`config.mk`:
```
export PLATFORM = sky130hd
export DESIGN_NAME = ram
export DESIGN_NICKNAME = d
export VERILOG_FILES = /design/src/rtl/ram.sv
export SDC_FILE = /design/constraint.sdc
export NUM_CORES = 2
export LEC_CHECK = 0
export BUFFER_PORTS_ARGS = -buffer_cell sky130_fd_sc_hd__buf_2
export CELL_PAD_IN_SITES_DETAIL_PLACEMENT = 1
export CELL_PAD_IN_SITES_GLOBAL_PLACEMENT = 1
export CORE_MARGIN = 10
export CORE_UTILIZATION = 60
export CTS_CLUSTER_DIAMETER = 200
export DETAILED_ROUTE_END_ITERATION = 7
export PLACE_DENSITY = 0.91
export RECOVER_POWER = 100
export SYNTH_ARGS = -nofsm -noshare
export SYNTH_HDL_FRONTEND = slang
export SYNTH_SLANG_ARGS = --single-unit
export TNS_END_PERCENT = 1
```
`constraint.sdc`:
```
create_clock -name Clk -period 4.8 [get_ports Clk]
set_input_delay 0.24 -clock Clk [delete_from_list [all_inputs] [get_ports Clk]]
set_output_delay 0.24 -clock Clk [all_outputs]
set_load 0.005 [all_outputs]
```
`src/rtl/ram.sv`:
```
// ---------------------------------------------------------------------------
// ram : 256 x 8 byte-addressed memory with a flip-flop special-register
//       window and an array-backed general-purpose window.
//
//   0x00-0x3F : special registers (flip-flops, cleared by reset)
//   0x40-0xFF : general-purpose storage (array, never cleared)
//
// Ports
//   Clk      in   1  system clock, rising-edge active
//   Rst_n    in   1  synchronous reset, ACTIVE-HIGH despite the name
//   Cs       in   1  chip select; nothing happens unless 1
//   Wen      in   1  write enable (qualified by Cs)
//   Oen      in   1  read enable (qualified by Cs, ignored when Wen=1)
//   Address  in   8  byte address
//   DataIn   in   8  write data
//   DataOut  out  8  registered read data, holds between reads
//   Switches out  8  bit i = bit 0 of register 0x10+i
//   Temp     out  8  contents of register 0x31
// ---------------------------------------------------------------------------
module ram (
  input  logic       Clk,
  input  logic       Rst_n,
  input  logic       Cs,
  input  logic       Wen,
  input  logic       Oen,
  input  logic [7:0] Address,
  input  logic [7:0] DataIn,
  output logic [7:0] DataOut,
  output logic [7:0] Switches,
  output logic [7:0] Temp
);

  localparam int unsigned SREG_DEPTH  = 64;
  localparam int unsigned SWITCH_BASE = 16;   // 0x10
  localparam int unsigned TEMP_ADDR   = 49;   // 0x31

  // Special registers live in flip-flops so they can be reset and tapped
  // directly for the Switches / Temp views.
  logic [7:0] r_sreg [0:SREG_DEPTH-1];

  // General-purpose array is indexed by the full address; entries below
  // 0x40 do not exist, so the index range starts at 64.
  logic [7:0] r_gmem [64:255];

  logic [7:0] r_data_out;

  logic       w_wr;
  logic       w_rd;
  logic       w_is_sreg;
  logic [5:0] w_sreg_idx;
  logic [7:0] w_rd_data;

  // Access decode: a write wins over a read when both enables are high.
  always_comb begin
    w_wr       = Cs & Wen;
    w_rd       = Cs & Oen & ~Wen;
    w_is_sreg  = (Address[7:6] == 2'b00);
    w_sreg_idx = Address[5:0];
  end

  // Read-data mux between the two regions.
  always_comb begin
    w_rd_data = 8'h00;
    if (w_is_sreg) begin
      w_rd_data = r_sreg[w_sreg_idx];
    end else begin
      w_rd_data = r_gmem[Address];
    end
  end

  // Special-register file: cleared by reset, which also drops any
  // simultaneous write.
  always_ff @(posedge Clk) begin
    if (Rst_n) begin
      for (int i = 0; i < SREG_DEPTH; i++) begin
        r_sreg[i] <= 8'h00;
      end
    end else if (w_wr && w_is_sreg) begin
      r_sreg[w_sreg_idx] <= DataIn;
    end
  end

  // General-purpose array: not cleared, but a write coinciding with reset
  // is still discarded so reset has priority everywhere.
  always_ff @(posedge Clk) begin
    if (!Rst_n && w_wr && !w_is_sreg) begin
      r_gmem[Address] <= DataIn;
    end
  end

  // Read-data register: one-cycle latency, holds on every non-read edge.
  always_ff @(posedge Clk) begin
    if (Rst_n) begin
      r_data_out <= 8'h00;
    end else if (w_rd) begin
      r_data_out <= w_rd_data;
    end
  end

  assign DataOut = r_data_out;

  // Switch bit i is the LSB of register 0x10+i; upper bits stay storage only.
  for (genvar g = 0; g < 8; g++) begin : g_switch
    assign Switches[g] = r_sreg[SWITCH_BASE + g][0];
  end

  assign Temp = r_sreg[TEMP_ADDR];

endmodule

```
==> impl_metrics.ini <==
[logic_synthesis]
synth.top_cells.by_area = edfxtp_1, mux4_2, and2_1, mux2i_1, nor2_1
synth_top_area_cell = edfxtp_1
yosys_register_bits = 2056
synth_cell_type_count = 54
synth_largest_type_area_fraction_pct = 73.6
synth.most_common_cell = edfxtp_1
netlist_top_cells_count = edfxtp_1, and2_1, mux4_2
synth_enable_flop_cells = 2048
post_synthesis_cell_area_sq_um = 83600
synth_seq_area_share_pct = 73.8
synth.net_count = 4429
avgSynthCellArea_sq_um = 19.0
synth_cells = 4408
yosys_warnings = 0
synth_ff_type = edfxtp_1
synth-async-reset-ratio_pct = 0

[sta]
final_max_slew_viol_count = 1606
final-hold-violation-count = 0
fin_skew_ns = 0.0544
fmax_mhz = 215
worst_slew_margin_rel_pct = -242
rsz0062_at_grt = false
tns_ns = 0
final-setup-viol-count = 0
worstMarginPinSlew_ns = 5.13
whs_ns = 0.572
min_clock_period_post_route_ns = 4.64
min_period_over_period_pct = 96.8

[clocking]
cts_setup_buffers = 0
cts.repair.resized = 0
holdBufCountCts = 0
clockBufferDepth = 3
clock_tree_from_tritoncts = yes
clock_sinks = 2056
cts_max_level = 4
worstSkewPairLatency_ns = 0.91
worst_setup_hold_path_clk_slew_ns = 0.07
cts_root_buf = clkbuf_16
cts_buffers = 196

[power]
sw_frac_of_total_pct = 23.7
power.share.combinational_pct = 5.9
pwr-share-seq_pct = 52.6
ir_drop_uv = 336
p_int_mw = 29.2
power.static_leakage_nw = 28.9
power_density_over_the_cells_nw_per_um2 = 414
clock_power_share_pct = 41.4
power.net_switching_mw = 9.06

[grt]
grt_antenna_before_repair = 39
grt_util_all_layers_pct = 37.1
grt_max_degree = 157
via_count_of_the_first_global_routing_pass = 50781
grt_pass1_wl_microns = 402000
final_global_route_overflow_total = 0

[die]
floorplan.die.height_microns = 393
fp.coreArea_sq_um = 138000
floorplan.die_area_sq_um = 155000
row_count = 136
die_w_microns = 393
initial_core_util_pct = 60.6
top_level_ports = 45

[worst_setup_path]
top_cell_family_by_delay_on_the_critical_path = simple AND/OR/NAND/NOR gates
setup_cp_type = input port to flop
cp_cell_sequence = clkbuf_1 > nor2_1 > clkbuf_1 > nand2_1 > buf_4 > nor2_1
critical-path-max-stage-delay_ns = 1.26
critPathSlowestCell = nor2_1
timing.critical_path.arrival_ns = 5.12
critPathBufInv = 3
sort_of_element_at_the_end_of_the_critical_path = flop
cp.required_ns = 5.27
worstSetupStartpointType = input port
worst-path-max-fanout = 40

[drt]
number_of_vias_after_detailed_routing = 50217
detail_route.iter0.violations = 9571
wl_per_cell_microns = 43.5
finalWirelength_microns = 285000
first_pass_iters = 8
drc_errors = 11
vias_per_cell = 7.66
residual_antenna_violating_net_count_after_detailed_routing = 0

[placement]
routabilityCongestion = 0.928
numPortBuffers = 44
detailedPlacementHpwl_microns = 157000
place_inst = 6169

[cells_and_area]
finalNetCount = 4526
layout.cells.non_filler = 6552
post_route_cells_drive_above_1_share_pct = 19.9
area_growth_syn_to_layout_pct = 10.4

[status]
status = finished with violations
failed_checks = design-rule violations, max-capacitance violations, max-slew violations

[job]
cap_violations = 20

[worst_hold_path]
hp-class = input port to flop
## final cells by class
cell class / count / area [sq um]
Timing Repair Buffer: 189 / 1390
Sequential cell: 2056 / 61700
Antenna cell: 22 / 55.1
Tap cell: 1863 / 2330
Fill cell: 11013 / 45700
Inverter: 2 / 10.0
Clock inverter: 116 / 1110
Multi-Input combinational cell: 2060 / 20600
Clock buffer: 244 / 5120
## flip-flops by register name (all words and copies together) (netlist names)
register / count
r_gmem: 1536
r_sreg: 512
DataOut: 8
## worst register-to-register path, stage by stage (launching register included)
cell	delay (ns)
edfxtp_1	0.38
mux4_2	0.55
a22o_1	0.22
a221oi_1	0.49
o2111ai_1	0.17
a211oi_1	1.15
nor2_1	0.34
a22o_1	0.32
## power by group through the flow
stage	combinational, mW	clock, mW	sequential, mW
after floorplan	1.14	0	20.4
after global placement	1.94	0	20.4
after detailed placement	2.06	0	20.4
after CTS	2.16	15.7	20.1
after global routing	2.27	16.4	20.1
final	2.27	15.8	20.1
## per-stage QoR
stage / area, sq um / total power, mW / util, % / setup WS, ns
floorplan: 83600 / 21.5 / - / 2.07
global placement: 86200 / 22.3 / 62.5 / 0.616
detailed placement: 86200 / 22.5 / 62.5 / 0.500
CTS: 92400 / 37.9 / 67.0 / 0.991
global route: 92200 / 38.8 / 66.8 / 0.530
finish: 92300 / 38.2 / 66.8 / 0.156
## worst paths after layout
path	slack [ns]	startpoint	cells past startpoint	end
worst max-delay path	0.16	Address[4]	6	r_gmem[198][1]$_DFFE_PP_
worst min-delay path	0.57	Wen	4	DataOut[6]$_SDFFE_PP0P_
worst min register to register	0.72	DataOut[6]$_SDFFE_PP0P_	1	DataOut[6]$_SDFFE_PP0P_
worst max register to register	1.09	r_sreg[2][6]$_SDFFCE_PN0P_	7	DataOut[6]$_SDFFE_PP0P_
## routing by layer
| layer | track usage, % | vias to the layer above | share of wire, % |
|---|---|---|---|
| met5 | 0.345 | - | 0.15 |
| met4 | 22.0 | 42 | 7.9 |
| met3 | 12.8 | 1517 | 15 |
| met2 | 56.4 | 5703 | 46 |
| met1 | 46.4 | 25224 | 32 |
| li1 | - | 17731 | - |
## cell usage in the layout (no fill, tap or decap), types with 13 or more instances in the layout
| cell type | Yosys | routed |
|---|---|---|
| clkbuf_1 | 130 | 103 |
| edfxtp_1 | 2048 | 2048 |
| bufinv_16 | 0 | 16 |
| clkbuf_16 | 0 | 196 |
| nor3_1 | 13 | 13 |
| clkinv_2 | 0 | 38 |
| clkbuf_2 | 0 | 15 |
| clkinv_1 | 1 | 40 |
| nand3_1 | 17 | 17 |
| buf_4 | 38 | 85 |
| a221oi_1 | 14 | 14 |
| mux4_2 | 482 | 482 |
| or2_0 | 0 | 49 |
| nor2_1 | 305 | 304 |
| diode_2 | 0 | 22 |
| a21oi_1 | 62 | 62 |
| and2_1 | 520 | 79 |
| o211ai_1 | 29 | 29 |
| and2_0 | 0 | 440 |
| mux2i_1 | 173 | 173 |
| o22ai_1 | 16 | 16 |
| buf_12 | 0 | 18 |
| o21ai_0 | 32 | 32 |
| nand2_1 | 130 | 129 |
| a22oi_1 | 89 | 89 |
| or2_2 | 69 | 20 |
## kinds of logic (layout without fill, tap and decap cells)
kind of cell,count (synthesis),in the layout,share of synthesized area (%)
flip-flops,2056,2056,73.8
AO/OA/AOI/OAI,299,299,2.47
multiplexers,664,664,15.2
other,0,22,0
AND/OR/NAND/NOR,1097,1097,6.89
buffers and inverters,292,551,1.70
Note: power is estimated with default switching activity, not from simulation.
